## config.mk

```make
export PLATFORM = sky130hd
export DESIGN_NAME = sa_job_sequencer
export DESIGN_NICKNAME = d
export VERILOG_FILES = /design/src/rtl/sa_pkg.sv /design/src/rtl/sa_operand_stage.sv /design/src/rtl/sa_job_sequencer.sv
export SDC_FILE = /design/constraint.sdc
export NUM_CORES = 1
export LEC_CHECK = 0
export CORE_UTILIZATION = 53
export DETAILED_ROUTE_END_ITERATION = 10
export PLACE_DENSITY = 0.8
export SLEW_MARGIN = 20
export SYNTH_ARGS = -nofsm -noshare
export SYNTH_HDL_FRONTEND = slang
export SYNTH_SLANG_ARGS = --single-unit
```

## constraint.sdc

```tcl
create_clock -name clk -period 5.3 [get_ports clk]
set_clock_uncertainty 0.1 [all_clocks]
set_input_delay 1.325 -clock clk [delete_from_list [all_inputs] [get_ports clk]]
set_output_delay 1.325 -clock clk [all_outputs]
set_load 0.02 [all_outputs]
```

## src/rtl/sa_pkg.sv

```systemverilog
// rtl/sa_pkg.sv - shared types and constants for the systolic array job sequencer
package sa_pkg;

  localparam int SA_N              = 4;
  localparam int SA_DW             = 8;
  localparam int SA_AW             = 8;
  localparam int SA_COMPUTE_CYCLES = 15;
  localparam int CLEAR_CYCLES      = 2;

  // Lane x of a packed word occupies [x*SA_LANE_W +: SA_LANE_W]
  localparam int SA_LANE_W = SA_DW;
  localparam int SA_WORD_W = SA_N * SA_LANE_W;

  typedef enum logic [2:0] {
    S_IDLE,
    S_FETCH,
    S_CLEAR,
    S_LOAD,
    S_COMPUTE,
    S_DRAIN,
    S_DONE
  } sa_seq_state_t;

endpackage

```

## src/rtl/sa_operand_stage.sv

```systemverilog
// rtl/sa_operand_stage.sv - 2N-word operand staging buffer (A words 0..N-1, B words N..2N-1)
module sa_operand_stage
  import sa_pkg::*;
#(
  parameter int N  = SA_N,
  parameter int DW = SA_DW
) (
  input  logic                    clk,
  input  logic                    wr_en,
  input  logic [$clog2(2*N)-1:0]  wr_idx,
  input  logic [N*DW-1:0]         wr_data,
  input  logic [$clog2(N)-1:0]    rd_idx,
  output logic [N*DW-1:0]         rd_a,
  output logic [N*DW-1:0]         rd_b
);

  localparam int IW = $clog2(2*N);

  // Contents are refilled by every job before use, so no reset is needed
  logic [N*DW-1:0] stage_mem [2*N];

  always_ff @(posedge clk) begin
    if (wr_en) begin
      stage_mem[wr_idx] <= wr_data;
    end
  end

  assign rd_a = stage_mem[IW'(rd_idx)];
  assign rd_b = stage_mem[IW'(rd_idx) + IW'(N)];

endmodule

```

## src/rtl/sa_job_sequencer.sv

```systemverilog
// rtl/sa_job_sequencer.sv - fetch/clear/load/compute/drain job controller for the 4x4 systolic array
module sa_job_sequencer
  import sa_pkg::*;
#(
  parameter int N              = SA_N,
  parameter int DW             = SA_DW,
  parameter int AW             = SA_AW,
  parameter int COMPUTE_CYCLES = SA_COMPUTE_CYCLES
) (
  input  logic              clk,
  input  logic              rst,
  input  logic              start,
  input  logic              abort,
  input  logic [AW-1:0]     base_a,
  input  logic [AW-1:0]     base_b,
  input  logic [AW-1:0]     base_c,
  output logic              busy,
  output logic              done,
  output logic              mem_rd_en,
  output logic [AW-1:0]     mem_rd_addr,
  input  logic [N*DW-1:0]   mem_rd_data,
  output logic              sa_rstn,
  output logic              sa_en,
  output logic [N*DW-1:0]   sa_shift_a,
  output logic [N*DW-1:0]   sa_shift_b,
  input  logic [N*DW-1:0]   sa_shift_out,
  output logic              res_wr_en,
  output logic [AW-1:0]     res_wr_addr,
  output logic [N*DW-1:0]   res_wr_data
);

  localparam int WW           = N * DW;
  localparam int FETCH_CYCLES = 2 * N + 1;
  localparam int MAX_CYCLES   = (COMPUTE_CYCLES > FETCH_CYCLES) ? COMPUTE_CYCLES : FETCH_CYCLES;
  localparam int CW           = $clog2(MAX_CYCLES + 1);
  localparam int IW           = $clog2(2 * N);
  localparam int LW           = $clog2(N);

  sa_seq_state_t state, state_nxt;
  logic [CW-1:0] cnt, cnt_nxt;
  logic          last;
  logic [AW-1:0] base_a_q, base_b_q, base_c_q;

  logic          stage_wr_en;
  logic [IW-1:0] stage_wr_idx;
  logic [LW-1:0] stage_rd_idx;
  logic [WW-1:0] stage_rd_a, stage_rd_b;

  always_ff @(posedge clk or posedge rst) begin
    if (rst) begin
      state    <= S_IDLE;
      cnt      <= '0;
      base_a_q <= '0;
      base_b_q <= '0;
      base_c_q <= '0;
    end else begin
      state <= state_nxt;
      cnt   <= cnt_nxt;
      if (state == S_IDLE && start) begin
        base_a_q <= base_a;
        base_b_q <= base_b;
        base_c_q <= base_c;
      end
    end
  end

  always_comb begin
    state_nxt   = state;
    cnt_nxt     = cnt + CW'(1);
    last        = 1'b0;
    busy        = (state != S_IDLE);
    done        = 1'b0;
    mem_rd_en   = 1'b0;
    mem_rd_addr = '0;
    sa_rstn     = 1'b1;
    sa_en       = 1'b0;
    sa_shift_a  = '0;
    sa_shift_b  = '0;
    res_wr_en   = 1'b0;
    res_wr_addr = '0;
    res_wr_data = '0;
    stage_wr_en = 1'b0;
    case (state)
      S_IDLE: begin
        cnt_nxt = '0;
        if (start) state_nxt = S_FETCH;
      end
      S_FETCH: begin
        last = (cnt == CW'(FETCH_CYCLES - 1));
        if (cnt < CW'(N)) begin
          mem_rd_en   = 1'b1;
          mem_rd_addr = base_a_q + AW'(cnt);
        end else if (cnt < CW'(2 * N)) begin
          mem_rd_en   = 1'b1;
          mem_rd_addr = base_b_q + AW'(cnt - CW'(N));
        end
        // Read data lags the strobe by one cycle, so step f stores word f-1
        stage_wr_en = (cnt != '0);
        if (last) state_nxt = S_CLEAR;
      end
      S_CLEAR: begin
        sa_rstn = 1'b0;
        last    = (cnt == CW'(CLEAR_CYCLES - 1));
        if (last) state_nxt = S_LOAD;
      end
      S_LOAD: begin
        sa_en      = 1'b1;
        sa_shift_a = stage_rd_a;
        sa_shift_b = stage_rd_b;
        last       = (cnt == CW'(N - 1));
        if (last) state_nxt = S_COMPUTE;
      end
      S_COMPUTE: begin
        last = (cnt == CW'(COMPUTE_CYCLES - 1));
        if (last) state_nxt = S_DRAIN;
      end
      S_DRAIN: begin
        res_wr_en   = 1'b1;
        res_wr_addr = base_c_q + AW'(cnt);
        res_wr_data = sa_shift_out;
        last        = (cnt == CW'(N - 1));
        if (last) state_nxt = S_DONE;
      end
      S_DONE: begin
        done      = 1'b1;
        cnt_nxt   = '0;
        state_nxt = S_IDLE;
      end
      default: begin
        state_nxt = S_IDLE;
      end
    endcase
    if (last) cnt_nxt = '0;
    if (abort && state != S_IDLE) begin
      state_nxt = S_IDLE;
      cnt_nxt   = '0;
    end
  end

  // Columns/rows are shifted in last-first so word 0 ends nearest the array edge
  assign stage_wr_idx = IW'(cnt - CW'(1));
  assign stage_rd_idx = LW'(N - 1) - LW'(cnt);

  sa_operand_stage #(
    .N  (N),
    .DW (DW)
  ) u_stage (
    .clk     (clk),
    .wr_en   (stage_wr_en),
    .wr_idx  (stage_wr_idx),
    .wr_data (mem_rd_data),
    .rd_idx  (stage_rd_idx),
    .rd_a    (stage_rd_a),
    .rd_b    (stage_rd_b)
  );

endmodule

```

==> impl_summary.txt, run 1 <==
----------------------------------------------------
[Floorplanning]
  Floorplan die width ... about 150 um
  Area of the core region ... roughly 23,000 um^2
  Die area ... ~24,000 um^2
  Die height ... between 150 and 200 um
  IO Pins ... between 200 and 250
  Initial standard-cell utilization of the core ... 0.5445
  Core Rows ... 55

[Clock tree]
  Bufs on Longest Clock Path ... 3
  CTS tree ... built
  Clock Pin Slew Worst Setup and Hold Paths ... 0.06 ns
  Number of hold buffers added after cts ... 0
  Total number of clock tree sinks ... between 200 and 300
  Number of setup buffers added after CTS ... 0
  TritonCTS Buffers ... 29
  Clk Tree Root Cell ... sky130_fd_sc_hd__clkbuf_16
  Clock latency on the worst-skew pair ... 0.55 ns
  Number of H-tree levels ... 1
  Post-cts sizing count ... 0

[Critical path]
  Critical path startpoint category ... register
  WP data arrival ... 3.76 ns
  WP data required ... ~3.9 ns
  Reg-to-reg critical path endpoint ... u_stage.stage_mem[7][18]
  Internal reg-to-reg setup slack ... about 2.0 ns
  CP Class ... reg2out
  Cell depth of the worst flop-to-flop path ... 7
  Beginning of the worst register-to-register path ... cnt[0]
  Endpoint kind of the worst setup timing path ... output pin
  Maximum fanout along the worst path ... 8

[STA]
  Worst slew pin tran ... just over 1 ns
  Final Cycle Share ... 0.9784
  Highest clock rate ... 192.9 MHz
  Min cycle time layout ... 5.185 ns
  Total Negative Setup Slacks ... 0 ns
  Unrepaired setup endpoints after global routing ... no
  Worst slew margin relative to its limit ... 0.3151
  Hold Fails Final Rpt ... 0
  Slew Viols, Final ... 0
  Endpoints failing setup ... 0
  Worst hold slack ... approximately 0.43 ns

[Global route]
  Antenna violations before repair ... 1
  Number of global-route vias before repair ... between 7,000 and 8,000
  Pin count of the biggest net entering global routing ... a little over 70
  Remaining Overflow, GRT ... 0
  First-pass GRT wire length ... about 42,000 um
  Total track usage ... 0.2350

[Route]
  Via total after detailed routing ... slightly above 7,000
  Top Layer Used ... met5
  WL per Instance ... between 20 and 25 um
  Routed wire length ... 27,720 um
  Wire length on met3 ... ~2200 um
  Number of violations reported at the end of detailed-routing iteration 0 ... between 400 and 500
  Antenna Violating Nets Remaining ... 0
  Detailed-route vias per instance ... between 5 and 6
  Sum of met2 wire segment lengths after detailed routing ... 13,770 um
  Drc violations ... 0
  First-pass DRT Iterations ... 5
  Metal1 wirelength ... 10,980 um

[Power and ir drop]
  Leakage power ... 5.422 nW
  Post-layout total power ... roughly 7 mW
  Worst VDD drop ... ~0.34 mV
  Cell area power density ... 431.1 nW/um^2

[Yosys]
  Synthesis warning total ... 0
  Number of enable flip-flop cells after synthesis ... around 260
  Synthesized instance count ... between 600 and 700
  Count of cell types in the netlist ... 55
  Number of synthesized register bits ... 287
  Async set-or-reset flop fraction in the synthesized netlist ... 0.1080
  Leading area contributor after synthesis ... sky130_fd_sc_hd__edfxtp_1
  Predominant post-synthesis flop cell ... sky130_fd_sc_hd__edfxtp_1
  Sequential area share after synthesis ... 0.6824
  Post-Syn Nets ... a little over 800
  Share of Yosys cell area claimed by the top area cell type ... 0.6199
  Netlist area before placement ... about 12,000 um^2
  Syn avg cell area ... ~18 um^2
  Synth area leaders ... sky130_fd_sc_hd__edfxtp_1 62%, sky130_fd_sc_hd__mux4_2 12%, sky130_fd_sc_hd__dfrtp_1 6.3%, sky130_fd_sc_hd__nor2b_1 3.3%, sky130_fd_sc_hd__ha_1 2.3%

[Job]
  Max-cap violation count ... 0

[Worst hold path]
  Hold path startpoint ... base_c_q[7]
  Worst min path class ... reg2reg
  Destination of the worst hold path ... base_c_q[7]
  Hold path depth ... 1

[Layout]
  Antenna diode count ... 0
  Share of post-route cells with drive strength above 1 ... 0.1776
  Number of nets in the final layout ... a little over 1,000
  Layout overhead on the synthesized area ... 27.58%

[Status]
  Status ... finished, final reports clean

[Placement]
  Count of input and output buffers ... ~210
  HPWL after detailed placement ... 16,850 um
  Routability congestion estimate from global placement ... ~0.85

----------------------------------------------------
[layer usage]
layer,vias up,global-route usage
li1,3130,-
met5,-,0
met3,52,0.04930
met1,3517,0.3029
met2,350,0.4005
met4,2,0.07591
[cells in the mapped netlist, types with 11 or more instances]
| master | instances |
|---|---|
| sky130_fd_sc_hd__edfxtp_1 | 256 |
| sky130_fd_sc_hd__nor2b_1 | 65 |
| sky130_fd_sc_hd__mux4_2 | 64 |
| sky130_fd_sc_hd__and3_1 | 35 |
| sky130_fd_sc_hd__dfrtp_1 | 31 |
| sky130_fd_sc_hd__ha_1 | 23 |
| sky130_fd_sc_hd__nor2_1 | 21 |
| sky130_fd_sc_hd__mux2_4 | 18 |
| sky130_fd_sc_hd__clkbuf_1 | 16 |
| sky130_fd_sc_hd__nand2_1 | 15 |
| sky130_fd_sc_hd__inv_1 | 12 |
| sky130_fd_sc_hd__a21oi_1 | 11 |
| sky130_fd_sc_hd__buf_2 | 11 |
[registers in the layout, indices dropped and copies added, names as in the netlist]
register	flops
base_c_q	8
base_a_q	8
u_stage.stage_mem	256
base_b_q	8
cnt	4
state	3
[worst max path at each step]
stage	from	endpoint	slack, ns
2_1_floorplan	cnt[1]	u_stage.stage_mem[3][0]	0.94
6_report	cnt[2]	mem_rd_addr[7]	0.11
4_1_cts	cnt[2]	mem_rd_addr[7]	0.20
3_3_place_gp	cnt[2]	mem_rd_addr[7]	0.90
3_5_place_dp	cnt[2]	mem_rd_addr[7]	0.83
5_1_grt	cnt[2]	mem_rd_addr[7]	0.02
[layout by cell type, fill, tap and decap left out, types with 5 or more instances in the layout]
cell	netlist	routed
sky130_fd_sc_hd__xnor2_1	10	10
sky130_fd_sc_hd__edfxtp_1	256	256
sky130_fd_sc_hd__nor2_1	21	17
sky130_fd_sc_hd__a21oi_1	11	11
sky130_fd_sc_hd__clkinv_1	0	7
sky130_fd_sc_hd__mux4_2	64	64
sky130_fd_sc_hd__xor2_1	6	6
sky130_fd_sc_hd__o21ai_0	10	10
sky130_fd_sc_hd__inv_1	12	12
sky130_fd_sc_hd__ha_1	23	23
sky130_fd_sc_hd__buf_4	2	14
sky130_fd_sc_hd__mux2_2	5	5
sky130_fd_sc_hd__clkdlybuf4s50_1	0	209
sky130_fd_sc_hd__dfrtp_1	31	29
sky130_fd_sc_hd__nand3_1	8	8
sky130_fd_sc_hd__clkbuf_16	0	29
sky130_fd_sc_hd__nor2b_1	65	65
sky130_fd_sc_hd__mux2_4	18	18
sky130_fd_sc_hd__and3_1	35	35
sky130_fd_sc_hd__a21o_1	7	7
sky130_fd_sc_hd__nand2_1	15	15
[worst max-delay path: stages (launching register included)]
cell	delay, ns
sky130_fd_sc_hd__dfrtp_1	0.54
sky130_fd_sc_hd__inv_1	0.16
sky130_fd_sc_hd__ha_1	0.31
sky130_fd_sc_hd__inv_1	0.04
sky130_fd_sc_hd__ha_1	0.30
sky130_fd_sc_hd__o21a_1	0.13
sky130_fd_sc_hd__a221oi_1	0.39
sky130_fd_sc_hd__o31ai_1	0.17
sky130_fd_sc_hd__xnor2_1	0.15
sky130_fd_sc_hd__o32ai_1	0.33
sky130_fd_sc_hd__clkdlybuf4s50_1	0.69
[through the flow]
stage,setup WS [ns],util,cell area [um^2],std cells
2_1_floorplan,0.9420,-,12400,690
3_3_place_gp,0.8971,0.6522,14860,1190
3_5_place_dp,0.8327,0.6522,14860,1190
4_1_cts,0.2005,0.6946,15820,1242
5_1_grt,0.02312,0.6946,15820,1242
6_report,0.1147,0.6946,15820,1242
[area by class of cell]
class	instances	area [um^2]
sequential	287	8471
fill	1460	6955
multi-input combinational	351	3687
timing repair buffer	226	2257
clock buffer	33	740.7
tap	313	391.6
clock inverter	19	226.5
inverter	13	48.80
[cells by family after synthesis]
logic type	count (synthesis)	synth area share
compound gates	49	0.02643
xor+xnor	16	0.01130
fa+ha+maj	27	0.02885
buf+inv	52	0.02431
flops	287	0.6824
mux	91	0.1458
simple gates	168	0.08091
[power by group]
group,switching (mW),internal [mW],total (mW)
Sequential,0.161,2.66,2.82
Clock,0.853,1.21,2.06
Combinational,0.946,0.997,1.94
No activity file was read; power rests on OpenSTA's default activity.
==> inputs of run 2 (changes only) <==
--- a/config.mk
+++ b/config.mk
@@ -5,9 +5,8 @@
 export SDC_FILE = /design/constraint.sdc
 export NUM_CORES = 1
 export LEC_CHECK = 0
-export CORE_UTILIZATION = 53
+export CORE_UTILIZATION = 25
 export DETAILED_ROUTE_END_ITERATION = 10
-export PLACE_DENSITY = 0.8
 export SLEW_MARGIN = 20
 export SYNTH_ARGS = -nofsm -noshare
 export SYNTH_HDL_FRONTEND = slang
==> run 2 against run 1 <==
Wire length increased by 8.2%. Clock power rose by 11%. Register-to-register slack worse by 0.09 ns. Final cell count grew 30%. Sequential share of layout area down 1.9 points. Critical endpoint unchanged.
==> impl_summary.txt, run 2 (same netlist as run 1, synthesis figures left out) <==
----------------------------------------------------
[Status]
  Status ... finished, final reports clean

[Clock tree]
  Clock latency on the worst-skew pair ... 0.54 ns (about the same)
  Number of H-tree levels ... 2 (+1)
  Post-cts sizing count ... 0 (unchanged)
  Number of setup buffers added after CTS ... 0 (unchanged)
  Clk Tree Root Cell ... sky130_fd_sc_hd__clkbuf_16
  Clock Pin Slew Worst Setup and Hold Paths ... 0.06 ns (about the same)
  Total number of clock tree sinks ... 287 (unchanged)
  CTS tree ... built
  TritonCTS Buffers ... 36 (+24%)
  Bufs on Longest Clock Path ... 3 (unchanged)
  Number of hold buffers added after cts ... 0 (unchanged)

[STA]
  Unrepaired setup endpoints after global routing ... no
  Worst slew pin tran ... 0.8240 ns (-0.1978 ns)
  Slew Viols, Final ... 0 (unchanged)
  Highest clock rate ... 200.3 MHz (+3.9%)
  Final Cycle Share ... 0.9419 (-0.03644)
  Endpoints failing setup ... 0 (unchanged)
  Min cycle time layout ... 4.992 ns (-0.1931 ns)
  Worst slew margin relative to its limit ... 0.4477 (+0.1326)
  Hold Fails Final Rpt ... 0 (unchanged)
  Total Negative Setup Slacks ... 0 ns (unchanged)
  Worst hold slack ... 0.4247 ns (-0.0004320 ns)

[Critical path]
  Crit path from ... cnt[2]
  WP data arrival ... 3.57 ns (-0.19 ns)
  WP data required ... 3.88 ns (about the same)
  Longest individual stage delay on the worst path ... 0.65 ns (-0.04 ns)
  Cell depth of the worst flop-to-flop path ... 7 (unchanged)
  Critical path startpoint category ... register
  Reg-to-reg critical path endpoint ... u_stage.stage_mem[1][28]
  Worst-path cell with the longest stage delay ... sky130_fd_sc_hd__clkdlybuf4s50_1
  Critical-path cell list ... inv_1 -> ha_1 -> inv_1 -> ha_1 -> o21a_1 -> a221oi_1 -> o31ai_1 -> xnor2_1 -> o32ai_1 -> clkdlybuf4s50_1
  Maximum fanout along the worst path ... 8 (unchanged)
  CP Class ... reg2out
  Beginning of the worst register-to-register path ... cnt[0]
  Internal reg-to-reg setup slack ... 1.87 ns (-0.09 ns)
  Family with the most delay on the worst path ... compound AO/OA/AOI/OAI gates
  Count of buffering cells on the critical path with inverters included ... 3 (unchanged)
  Endpoint kind of the worst setup timing path ... output pin
  Cell depth of the worst setup path ... 10 (unchanged)

[Route]
  Routed wire length ... 30,000 um (+8.2%)
  Antenna Violating Nets Remaining ... 0 (unchanged)
  Drc violations ... 0 (unchanged)
  WL per Instance ... 18.64 um (-16%)
  First-pass DRT Iterations ... 4 (-1)
  Number of violations reported at the end of detailed-routing iteration 0 ... 390 (-12%)
  Detailed-route vias per instance ... 4.319 (-24%)
  Via total after detailed routing ... 6,949 (-1.4%)

[Power and ir drop]
  Leakage power ... 5.492 nW (+1.3%)
  Worst VDD drop ... 0.2633 mV (-22%)
  Cell area power density ... 431.3 nW/um^2 (about the same)

[Global route]
  Remaining Overflow, GRT ... 0 (unchanged)
  Number of global-route vias before repair ... 7,264 (+1.8%)
  First-pass GRT wire length ... 45,130 um (+8.0%)
  Antenna violations before repair ... 2 (+1)
  Pin count of the biggest net entering global routing ... 71 (unchanged)
  Total track usage ... 0.1202 (-0.1147)

[Placement]
  Count of input and output buffers ... 209 (unchanged)
  Routability congestion estimate from global placement ... 0.7514 (-11%)
  HPWL after detailed placement ... 18,120 um (+7.5%)

[Job]
  Max-cap violation count ... 0 (unchanged)

[Layout]
  Most common cell after layout, fill and taps aside ... sky130_fd_sc_hd__edfxtp_1
  Share of post-route cells with drive strength above 1 ... 0.1896 (+0.01201)
  Commonest cells after routing, fill and taps aside ... 256 x sky130_fd_sc_hd__edfxtp_1, 209 x sky130_fd_sc_hd__clkdlybuf4s50_1, 65 x sky130_fd_sc_hd__nor2b_1
  Flip-flop count of the largest register, all copies and words added ... 256 (unchanged)
  Number of nets in the final layout ... 1,035 (+0.88%)
  Register name with the most flops ... u_stage.stage_mem
  Layout overhead on the synthesized area ... 32.24%

[Worst hold path]
  Worst min path class ... reg2reg
  Destination of the worst hold path ... base_c_q[0]
  Hold path startpoint ... base_c_q[0]
  Hold path depth ... 1 (unchanged)

[Floorplanning]
  Floorplan die width ... 224.7 um (+45%)
  Die height ... 224.7 um (+45%)
  IO Pins ... 210 (unchanged)
  Core Rows ... 81 (+47%)
  Area of the core region ... 48,950 um^2 (+110%)
  Die area ... 50,500 um^2 (+110%)
  Initial standard-cell utilization of the core ... 0.2534 (-0.2911)

----------------------------------------------------
## run 2: cell count changes in the layout (fill, tap and decap cells not counted), sizes merged
cell	delta
clkbuf	+10
buf	+2
inv	+1
diode	+1
clkinvlp	+3
bufinv	-4
clkinv	+3
## run 2: worst max path at each step
stage	to	slack [ns]
after floorplan	u_stage.stage_mem[3][0]	0.94
after global placement	mem_rd_addr[7]	0.88
after detailed placement	mem_rd_addr[7]	0.90
after CTS	mem_rd_addr[7]	0.26
after global routing	mem_rd_addr[7]	0.05
final	mem_rd_addr[7]	0.31
## run 2: layer usage
| metal | routed length [um] | up-vias | global-route usage |
|---|---|---|---|
| met1 | 13400 | 3509 | 0.1588 |
| met4 | 561 | 4 | 0.03950 |
| li1 | - | 3158 | - |
| met5 | 26 | - | 0 |
| met3 | 2038 | 42 | 0.03214 |
| met2 | 13970 | 236 | 0.1912 |
## run 2: final cells by class
class                   count  area [um^2]
fillers                  4707        32550
clock buffers              43        948.4
multi-input cells         351         3687
diodes                      1        2.502
clock inverters            22        165.2
flip-flops and latches    287         8471
well taps                 664        830.8
repair buffers            228         2247
inverters                  13        48.80
## run 2: power by group
part           internal (mW)  switching, mW
sequential              2.66          0.141
combinational          0.996          0.984
clock                   1.30          0.989
total                   4.96           2.11
## run 2: through the flow
stage	total power [mW]	utilization	instances	instance area [um^2]	worst slack [ns]
finish	7.074	0.3350	1609	16400	0.3079
global placement	4.834	0.3122	1543	15280	0.8840
detailed placement	4.854	0.3122	1543	15280	0.8990
floorplan	4.232	-	690	12400	0.9420
CTS	7.195	0.3350	1608	16400	0.2609
global route	7.436	0.3350	1608	16400	0.04652
